`src/rtl/bk_multiword_seq.sv`:
```
// ---------------------------------------------------------------------------
// bk_multiword_seq
//
// Purpose:
//   Multi-word adder that time-shares a single 16-bit Brent-Kung adder across
//   WORDS little-endian 16-bit words. One word is processed per clock cycle,
//   with the carry chained through a register between words. A request is
//   accepted in IDLE, processed for WORDS cycles in RUN, and the result is
//   held in DONE until the consumer takes it.
//
// Configuration:
//   BK_SEQ_SUB_EN - when defined, adds the 'sub' input. With sub=1 the block
//                   computes op_a - op_b (op_b words inverted, word-0 carry
//                   forced to 1, cin ignored); cout=1 then means no borrow.
//                   When undefined the block is add-only and 'sub' is absent.
//
// Parameters:
//   WORDS     - number of 16-bit words per operand (2..8), default 4
//
// Ports:
//   clk       - clock, all state changes on the rising edge
//   rst_n     - asynchronous active-low reset
//   in_valid  - request offers operands
//   in_ready  - block accepts a request this cycle (state == IDLE)
//   op_a      - operand A, 16*WORDS bits, little-endian words
//   op_b      - operand B, 16*WORDS bits, little-endian words
//   cin       - carry into word 0
//   sub       - (BK_SEQ_SUB_EN only) subtract op_b from op_a
//   out_valid - result held and valid (state == DONE)
//   out_ready - consumer takes the result
//   result    - sum, 16*WORDS bits
//   cout      - carry out of the top word
// ---------------------------------------------------------------------------

// ---------------------------------------------------------------------------
// brent_kung16bit
//
// Purpose:
//   Combinational 16-bit Brent-Kung parallel-prefix adder with carry-in.
//
// Ports:
//   a, b  - 16-bit addends
//   cin   - carry in
//   sum   - 16-bit sum
//   cout  - carry out of bit 15
// ---------------------------------------------------------------------------
module brent_kung16bit (
  input  logic [15:0] a,
  input  logic [15:0] b,
  input  logic        cin,
  output logic [15:0] sum,
  output logic        cout
);

  logic [15:0] g_bit;
  logic [15:0] p_bit;
  logic [15:0] g_pre;
  logic [15:0] p_pre;

  // Prefix tree computed in place. The carry-in is folded into the bit-0
  // generate so that after the tree g_pre[i] is the carry out of bit i.
  // Within each level the positions read are never the positions written,
  // so blocking in-place updates are equivalent to a separate array per level.
  always_comb begin
    g_bit = a & b;
    p_bit = a ^ b;
    g_pre = g_bit;
    p_pre = p_bit;
    g_pre[0] = g_bit[0] | (p_bit[0] & cin);

    // Up-sweep: spans of 2, 4, 8, 16 ending at positions 1,3,..; 3,7,..; 7,15; 15
    for (int i = 1; i < 16; i += 2) begin
      g_pre[i] = g_pre[i] | (p_pre[i] & g_pre[i-1]);
      p_pre[i] = p_pre[i] & p_pre[i-1];
    end
    for (int i = 3; i < 16; i += 4) begin
      g_pre[i] = g_pre[i] | (p_pre[i] & g_pre[i-2]);
      p_pre[i] = p_pre[i] & p_pre[i-2];
    end
    for (int i = 7; i < 16; i += 8) begin
      g_pre[i] = g_pre[i] | (p_pre[i] & g_pre[i-4]);
      p_pre[i] = p_pre[i] & p_pre[i-4];
    end
    g_pre[15] = g_pre[15] | (p_pre[15] & g_pre[7]);

    // Down-sweep: fill in the remaining prefixes from bit 0. Only the
    // generate term matters here because the lower span already reaches bit 0.
    g_pre[11] = g_pre[11] | (p_pre[11] & g_pre[7]);
    for (int i = 5; i < 16; i += 4) begin
      g_pre[i] = g_pre[i] | (p_pre[i] & g_pre[i-2]);
    end
    for (int i = 2; i < 16; i += 2) begin
      g_pre[i] = g_pre[i] | (p_pre[i] & g_pre[i-1]);
    end
  end

  // Carry into bit i is the prefix generate of bits i-1..0 (cin for bit 0).
  assign sum  = p_bit ^ {g_pre[14:0], cin};
  assign cout = g_pre[15];

endmodule

module bk_multiword_seq #(
  parameter int WORDS = 4
) (
  input  logic                clk,
  input  logic                rst_n,
  input  logic                in_valid,
  output logic                in_ready,
  input  logic [16*WORDS-1:0] op_a,
  input  logic [16*WORDS-1:0] op_b,
  input  logic                cin,
`ifdef BK_SEQ_SUB_EN
  input  logic                sub,
`endif
  output logic                out_valid,
  input  logic                out_ready,
  output logic [16*WORDS-1:0] result,
  output logic                cout
);

  localparam int IDX_W = $clog2(WORDS);
  localparam logic [IDX_W-1:0] LAST_IDX = IDX_W'(WORDS - 1);

  typedef enum logic [1:0] {
    IDLE = 2'd0,
    RUN  = 2'd1,
    DONE = 2'd2
  } state_t;

  state_t              state;
  state_t              next_state;
  logic [IDX_W-1:0]    idx;
  logic                carry;
  logic [16*WORDS-1:0] a_reg;
  logic [16*WORDS-1:0] b_reg;
`ifdef BK_SEQ_SUB_EN
  logic                sub_reg;
`endif

  logic [15:0] add_a;
  logic [15:0] add_b;
  logic [15:0] add_sum;
  logic        add_cout;
  logic        accept;
  logic        last_word;

  assign accept    = (state == IDLE) && in_valid;
  assign last_word = (idx == LAST_IDX);

  // Word selection for the shared adder. idx never exceeds WORDS-1, so the
  // part-select always stays inside the operand registers.
  assign add_a = a_reg[16*idx +: 16];
`ifdef BK_SEQ_SUB_EN
  assign add_b = sub_reg ? ~b_reg[16*idx +: 16] : b_reg[16*idx +: 16];
`else
  assign add_b = b_reg[16*idx +: 16];
`endif

  brent_kung16bit u_adder (
    .a    (add_a),
    .b    (add_b),
    .cin  (carry),
    .sum  (add_sum),
    .cout (add_cout)
  );

  // State register.
  always_ff @(posedge clk or negedge rst_n) begin
    if (!rst_n) begin
      state <= IDLE;
    end else begin
      state <= next_state;
    end
  end

  // Next-state and handshake outputs. DONE always returns to IDLE before a
  // new request can be taken, so there is no bypass from DONE into RUN.
  always_comb begin
    next_state = state;
    in_ready   = 1'b0;
    out_valid  = 1'b0;
    unique case (state)
      IDLE: begin
        in_ready = 1'b1;
        if (in_valid) begin
          next_state = RUN;
        end
      end
      RUN: begin
        if (last_word) begin
          next_state = DONE;
        end
      end
      DONE: begin
        out_valid = 1'b1;
        if (out_ready) begin
          next_state = IDLE;
        end
      end
      default: begin
        next_state = IDLE;
      end
    endcase
  end

  // Operand capture and word-serial datapath. Operands are sampled only on
  // the accepting edge, so input changes during RUN/DONE have no effect.
  // For subtraction the word-0 carry is forced to 1 to complete the two's
  // complement of op_b.
  always_ff @(posedge clk or negedge rst_n) begin
    if (!rst_n) begin
      idx     <= '0;
      carry   <= 1'b0;
      a_reg   <= '0;
      b_reg   <= '0;
      result  <= '0;
      cout    <= 1'b0;
`ifdef BK_SEQ_SUB_EN
      sub_reg <= 1'b0;
`endif
    end else begin
      if (accept) begin
        a_reg <= op_a;
        b_reg <= op_b;
        idx   <= '0;
`ifdef BK_SEQ_SUB_EN
        sub_reg <= sub;
        carry   <= sub ? 1'b1 : cin;
`else
        carry <= cin;
`endif
      end else if (state == RUN) begin
        result[16*idx +: 16] <= add_sum;
        carry                <= add_cout;
        if (last_word) begin
          cout <= add_cout;
          idx  <= '0;
        end else begin
          idx <= idx + IDX_W'(1);
        end
      end
    end
  end

endmodule
```
`config.mk`:
```
export PLATFORM = sky130hd
export DESIGN_NAME = bk_multiword_seq
export DESIGN_NICKNAME = d
export VERILOG_FILES = /design/src/rtl/bk_multiword_seq.sv
export SDC_FILE = /design/constraint.sdc
export NUM_CORES = 1
export LEC_CHECK = 0
export CORE_MARGIN = 8
export CORE_UTILIZATION = 45
export DETAILED_ROUTE_END_ITERATION = 7
export HOLD_SLACK_MARGIN = 0.1
export PLACE_DENSITY = 0.79
export SLEW_MARGIN = 20
export SYNTH_ARGS = -nofsm -noshare
export SYNTH_HDL_FRONTEND = slang
export SYNTH_SLANG_ARGS = --single-unit
```
`constraint.sdc`:
```
create_clock -name clk -period 4.13 [get_ports clk]
set_input_delay 0.6195 -clock clk [delete_from_list [all_inputs] [get_ports clk]]
set_output_delay 0.6195 -clock clk [all_outputs]
set_load 0.01 [all_outputs]
```
Yosys cells after proc, flatten, opt, wreduce, memory -nomap -nowiden
Cells that the tools add are included.

storage, ports and cells
  register bits after elaboration = 198
  output and inout bits = 67
  logic and storage cells = 106

cells by class
  $add $sub $neg = 2
  equality and inequality tests = 6
  shifts and indexed selects = 4
  muxes and demuxes = 12
  bitwise logic cells = 69
  reduce and logical (&&, ||, !) cells = 6

operators with widths
  kind                                                     number
  variable part select 64 x 7 -> 16 bit                    2
  bitwise mux 64 bit                                       1
  variable shift 16 x 34 -> 64 bit (first input constant)  1
  variable part select 16 x 34 -> 64 bit                   1
  bitwise AND 1 bit                                        38
  negation 6 -> 34 bit                                     1
  XOR 16 bit                                               2
  OR 1 bit                                                 27
  bitwise AND 16 bit                                       1
  two-way mux 2 bit                                        6
  inequality test 2 bit (second input constant)            3
  case mux 2 bit (3 select lines)                          1
  AND reduction 3 bit                                      2
  == test 2 bit (second input constant)                    2
  two-way mux 1 bit                                        4
  adder 2 x 1 -> 2 bit (second input constant)             1
  == test 2 x 1 -> 1 bit (second input constant)           1
  logical NOT 2 bit                                        1
  AND reduction 2 bit                                      1
  nonzero test 2 bit                                       1
  logical AND 1 bit                                        1
  inverter 1 bit                                           1

Depth between registers and ports, before layout
Gate-level depths: netlist of the first run.

  depth after elaboration = 19
  gate-level depth with buffers = 14
  gate-level depth less buffers = 12

Hierarchy
Synthesis of the first run repeated with hierarchy kept, for this count alone.

second synthesis, totals
  cells, all modules = 680
  area total of the unflattened synthesis = 9436.6 um^2

modules (own cells, without submodules)
  module            times used  cells each  area an instance (um^2)
  bk_multiword_seq  1           607         8773.4
  brent_kung16bit   1           73          663.1

Least setup slack after synthesis of the first run
No wires, ideal clock.

  path kind = register -> register
  from = reg idx[0]
  to = reg result[13]
  library setup time = 134 ps
  arrival time = 3501 ps
  data required time = 3996 ps
  path slack = 495 ps
  cell stages (with the launch flop) = 15
  clock period less this slack = 3635 ps
  path through = dfrtp_1 -> buf_2 -> buf_2 -> mux4_2 -> fa_1 -> inv_1 -> fa_1 -> nand2b_1 -> a21oi_1 -> o2111ai_1 -> and2_1 -> o21ai_0 -> fa_1 -> xnor2_1 -> o21ai_0

between the ends
  word-level cells in the longest chain between the ends = 19
  elaborated cells on any way between the ends = 63
  classes of those cells = add/sub (1); shift (4); mux (1); bitwise (57)

ends and longest elaborated chain
  what                                                      RTL line  text
  from (decl)                                               133       logic [IDX_W-1:0] idx;
  from (signal assigned)                                    240       idx <= idx + IDX_W'(1);
  variable part select 64 x 7 -> 16 bit (on tied branches)  153, 157
  XOR 16 bit                                                66        p_bit = a ^ b;
  bitwise AND 1 bit                                         69        g_pre[0] = g_bit[0] | (p_bit[0] & cin);
  OR 1 bit                                                  69
  bitwise AND 1 bit                                         73        g_pre[i] = g_pre[i] | (p_pre[i] & g_pre[i-1]);
  OR 1 bit                                                  73
  bitwise AND 1 bit                                         77        g_pre[i] = g_pre[i] | (p_pre[i] & g_pre[i-2]);
  OR 1 bit                                                  77
  (+3 left out)                                             -
  OR 1 bit                                                  88        g_pre[11] = g_pre[11] | (p_pre[11] & g_pre[7]);
  bitwise AND 1 bit                                         90        g_pre[i] = g_pre[i] | (p_pre[i] & g_pre[i-2]);
  OR 1 bit                                                  90
  bitwise AND 1 bit                                         93        g_pre[i] = g_pre[i] | (p_pre[i] & g_pre[i-1]);
  OR 1 bit                                                  93
  XOR 16 bit                                                98        assign sum = p_bit ^ {g_pre[14:0], cin};
  variable part select 16 x 34 -> 64 bit                    234       result[16*idx +: 16] <= add_sum;
  bitwise mux 64 bit (*)                                    234
  to (signal, indexed assignment)                           234
  to (decl)                                                 118       output logic [16*WORDS-1:0] result,

Mark *: on every way between the ends. The rest lies on a longest branch, timed or not.
A chain may end at the register's enable or synchronous reset.

Final worst setup path of the first run
  from = reg idx[0]
  to = reg result[45]

Same word-level chain as after synthesis.

==> run_results.csv, run 1 <==
group,metric,value,unit
clocking,cts_buffers,17,
sta,drv_slew,0,
sta,setup_viol,0,
synthesis,synthesis.area,0.008790,sq mm
worst_setup_path,worst-path-stages,11,
drt,viasPerCell,5.184,
drt,drt_wl_total,25100,um
sta,setup-tns-final,0,ns
sta,max_slew.worst_pin.slew,0.9121,ns
finish,multiInputGateArea,0.003597,sq mm
sta,max_slew_margin,39.19,%
clocking,cts_buffer_depth,2,
global_routing,antenna_found_initial,0,
die,die_w,155.8,um
finish,utilization,60.42,%
placement,portBuffers,199,
worst_setup_path,crit_fanout,17,
finish,nets,1235,
clocking,htree_num_levels,4,
sta,max_freq,278.0,MHz
drt,wl_per_cell,18.59,um
worst_setup_path,reg2reg_depth,11,
global_routing,grt_max_degree,94,
finish,area_growth_syn_to_layout,32.91,%
power,switchingPower,4.156,mW
worst_setup_path,path_delay_family,"compound AO/OA/AOI/OAI gates",
placement,routabilityCongestion,0.9054,
sta,rsz0062_at_grt,"no",
power,intPower,5.912,mW
power,ir_drop,0.4941,mV
global_routing,grt-ovfl-total,0,
finish,regArea,0.004957,sq mm
clocking,clkSinkCount,198,
drt,ant_nets,0,
worst_setup_path,r2r_start,"idx[0]",
worst_setup_path,critical_path.endpoint_type,"register",
global_routing,grt_pass1_vias,7200,
synthesis,syn-num-nets,1052,
die,rows,51,
finish,nFillCells,1551,
finish,drive_above_1_share,7.373,%
worst_setup_path,critPathMostFrequentCell,"o21ai_0",
die,boundaryPins,200,
power,switching_share,41.28,%
worst_setup_path,endpoint,"result[45]",
worst_setup_path,crit_slowest_cell,"mux4_2",
global_routing,grt_pass1_wl,39310,um
synthesis,ys_ff_latch,198,
synthesis,synth_area_per_cell,9.876,sq um
power,p_seq_share,32.7,%
drt,dr_total_vias,6998,
worst_setup_path,startpoint_type,"register",
drt,drt_first_pass_iters,7,
power,p_leak,5.549,nW
die,core,0.01933,sq mm
worst_setup_path,reg2reg_slack,0.53,ns
worst_setup_path,crit_chain,"buf_4, mux4_2, ha_1, o211ai_1, a21oi_1, o2111ai_1, and2_1, o21ai_0, fa_1, xnor2_1, o21ai_0",
power,powerDensity,861.8,mW/mm^2
drt,drtIter0Drc,545,
synthesis,yosysTopAreaCell,"dfrtp_1",
clocking,postCtsSetupBuffers,0,
clocking,cts_root_buf,"clkbuf_16",
clocking,clkSlewWorstSetupHoldPaths,0.07,ns
synthesis,synth_top_cell_area_share,56.37,%
synthesis,synthCells,890,
clocking,tritoncts,"built",
clocking,clkLatencyLatePin,0.44,ns
worst_setup_path,criticalPathCategory,"register to register",
synthesis,synth_area_leaders,"dfrtp_1 56%, nand2_1 19%, mux4_2 8.2%",
clocking,cts-resized-gates,0,
power,p_comb_share,49.0,%
sta,period_needed,3.597,ns
run,maxCapViolCount,0,
worst_setup_path,critPathBufInv,1,
clocking,cts_hold_buf,0,
status,status,"finished clean",
die,start_util,45.46,%
worst_setup_path,cp_data_arrival_time,3.89,ns
global_routing,grt_usage,21.12,%
drt,drc,0,
die,die_area,0.02426,sq mm
sta,hold_viol,0,
sta,fin_skew,0.009760,ns
placement,hpwl,18620,um
finish,antennaDiodeCount,0,
worst_setup_path,max_stage_delay,0.55,ns
synthesis,ys_warn_count,0,
synthesis,ys_seq_area_share,56.37,%
die,die_h,155.8,um
sta,finalCritPeriodShare,87.09,%
worst_setup_path,r2r-end,"result[45]",
worst_setup_path,cp_data_required_time,4.42,ns
worst_hold_path,hold_class,"primary input to async pin",
synthesis,yosysUniqueCellTypes,37,
worst_setup_path,crit_path_start,"idx[0]",
power,clock_power_share,18.2,%
## cell families (layout without fill, tap and decap cells)
kind of cell | count (synthesis) | count (layout) | synth area share, %
muxes | 32 | 32 | 8.199
AOI/OAI and AO/OA | 91 | 91 | 6.263
and+or+nand+nor | 472 | 472 | 20.75
adders and majority gates | 29 | 29 | 4.897
xor gates and xnor gates | 7 | 7 | 0.6975
buffers and inverters | 61 | 256 | 2.819
DFF | 198 | 198 | 56.37
## metrics by stage
| step | setup WS (ns) | power [mW] | std cells | hold WS, ns | cell area, sq um |
|---|---|---|---|---|---|
| 2_1_floorplan | 0.4951 | 6.304 | 890 | 0.3239 | 8790 |
| 3_3_place_gp | 0.7381 | 8.029 | 1319 | 0.4515 | 11030 |
| 3_5_place_dp | 0.5768 | 8.203 | 1319 | 0.4602 | 11030 |
| 4_1_cts | 0.5551 | 10.08 | 1350 | 0.2689 | 11680 |
| 5_1_grt | 0.3427 | 10.74 | 1350 | 0.3086 | 11680 |
| 6_report | 0.5330 | 10.07 | 1350 | 0.2546 | 11680 |
## final cells by class
class / instances / area share, %
timing repair buffer: 209 / 17.83
clock buffer: 20 / 3.909
inverter: 16 / 0.5141
sequential: 198 / 42.43
multi-input combinational: 631 / 30.79
clock inverter: 11 / 1.681
tap: 265 / 2.838
## layout by cell type (no fill, tap or decap), types with 16 or more instances in the layout
cell	count
a22o_1	16
nand2_1	442
dfrtp_1	196
inv_1	16
ha_1	20
mux4_2	32
clkbuf_16	17
clkdlybuf4s50_1	198
o21ai_0	32
o21ai_1	21
## per-layer routing
metal / vias up / wire [um] / global-route usage [%]
li1: 3252 / - / -
met1: 3406 / 10140 / 26.14
met2: 297 / 12390 / 35.47
met3: 43 / 1932 / 4.875
met4: 0 / 631 / 7.994
met5: - / 0 / 0
## Yosys cell counts
| library cell | n |
|---|---|
| nand2_1 | 443 |
| dfrtp_1 | 198 |
| clkbuf_1 | 34 |
| mux4_2 | 32 |
| o21ai_0 | 32 |
| o21ai_1 | 21 |
| ha_1 | 20 |
| a22o_1 | 16 |
| inv_1 | 16 |
| a21oi_1 | 9 |
| fa_1 | 9 |
| nor2_1 | 9 |
| buf_2 | 6 |
| nand2b_1 | 5 |
| xor2_1 | 4 |
| buf_1 | 3 |
| nor3_1 | 3 |
| o31ai_1 | 3 |
| or3_1 | 3 |
| xnor2_1 | 3 |
| and2_1 | 2 |
| nand2_2 | 2 |
| nand4_1 | 2 |
| o22ai_1 | 2 |
| a211o_1 | 1 |
| a211oi_1 | 1 |
| a31oi_1 | 1 |
| and2b_1 | 1 |
| buf_4 | 1 |
| buf_6 | 1 |
| nand2_4 | 1 |
| nor2b_1 | 1 |
| o2111ai_1 | 1 |
| o211ai_1 | 1 |
| o21a_1 | 1 |
| o221ai_1 | 1 |
| o311a_1 | 1 |
## how the worst min path moves through the flow
stage          slack (ns)  depth (start not counted)      start    endpoint
2_1_floorplan        0.32                          0      rst_n    a_reg[0]
3_5_place_dp         0.46                          2  b_reg[49]   b_reg[49]
4_1_cts              0.27                          1      rst_n  result[15]
5_1_grt              0.31                          1      rst_n  result[16]
6_report             0.25                          1      rst_n  result[16]
3_3_place_gp         0.45                          2  a_reg[46]   a_reg[46]
## power groups by stage
stage	Sequential (mW)	Clock, mW	Combinational (mW)
final	3.30	1.84	4.94
after detailed placement	3.32	0	4.89
after global placement	3.29	0	4.74
after floorplan	3.19	0	3.12
after global routing	3.38	1.93	5.43
after CTS	3.30	1.85	4.93
Power figures use the tool's default switching activity.
==> run 2: changes to the inputs <==
--- a/config.mk
+++ b/config.mk
@@ -10,7 +10,6 @@
 export DETAILED_ROUTE_END_ITERATION = 7
 export HOLD_SLACK_MARGIN = 0.1
 export PLACE_DENSITY = 0.79
-export SLEW_MARGIN = 20
 export SYNTH_ARGS = -nofsm -noshare
 export SYNTH_HDL_FRONTEND = slang
 export SYNTH_SLANG_ARGS = --single-unit
==> results of run 2 <==
No change in the layout: final DEF, timing and power equal those of run 1.
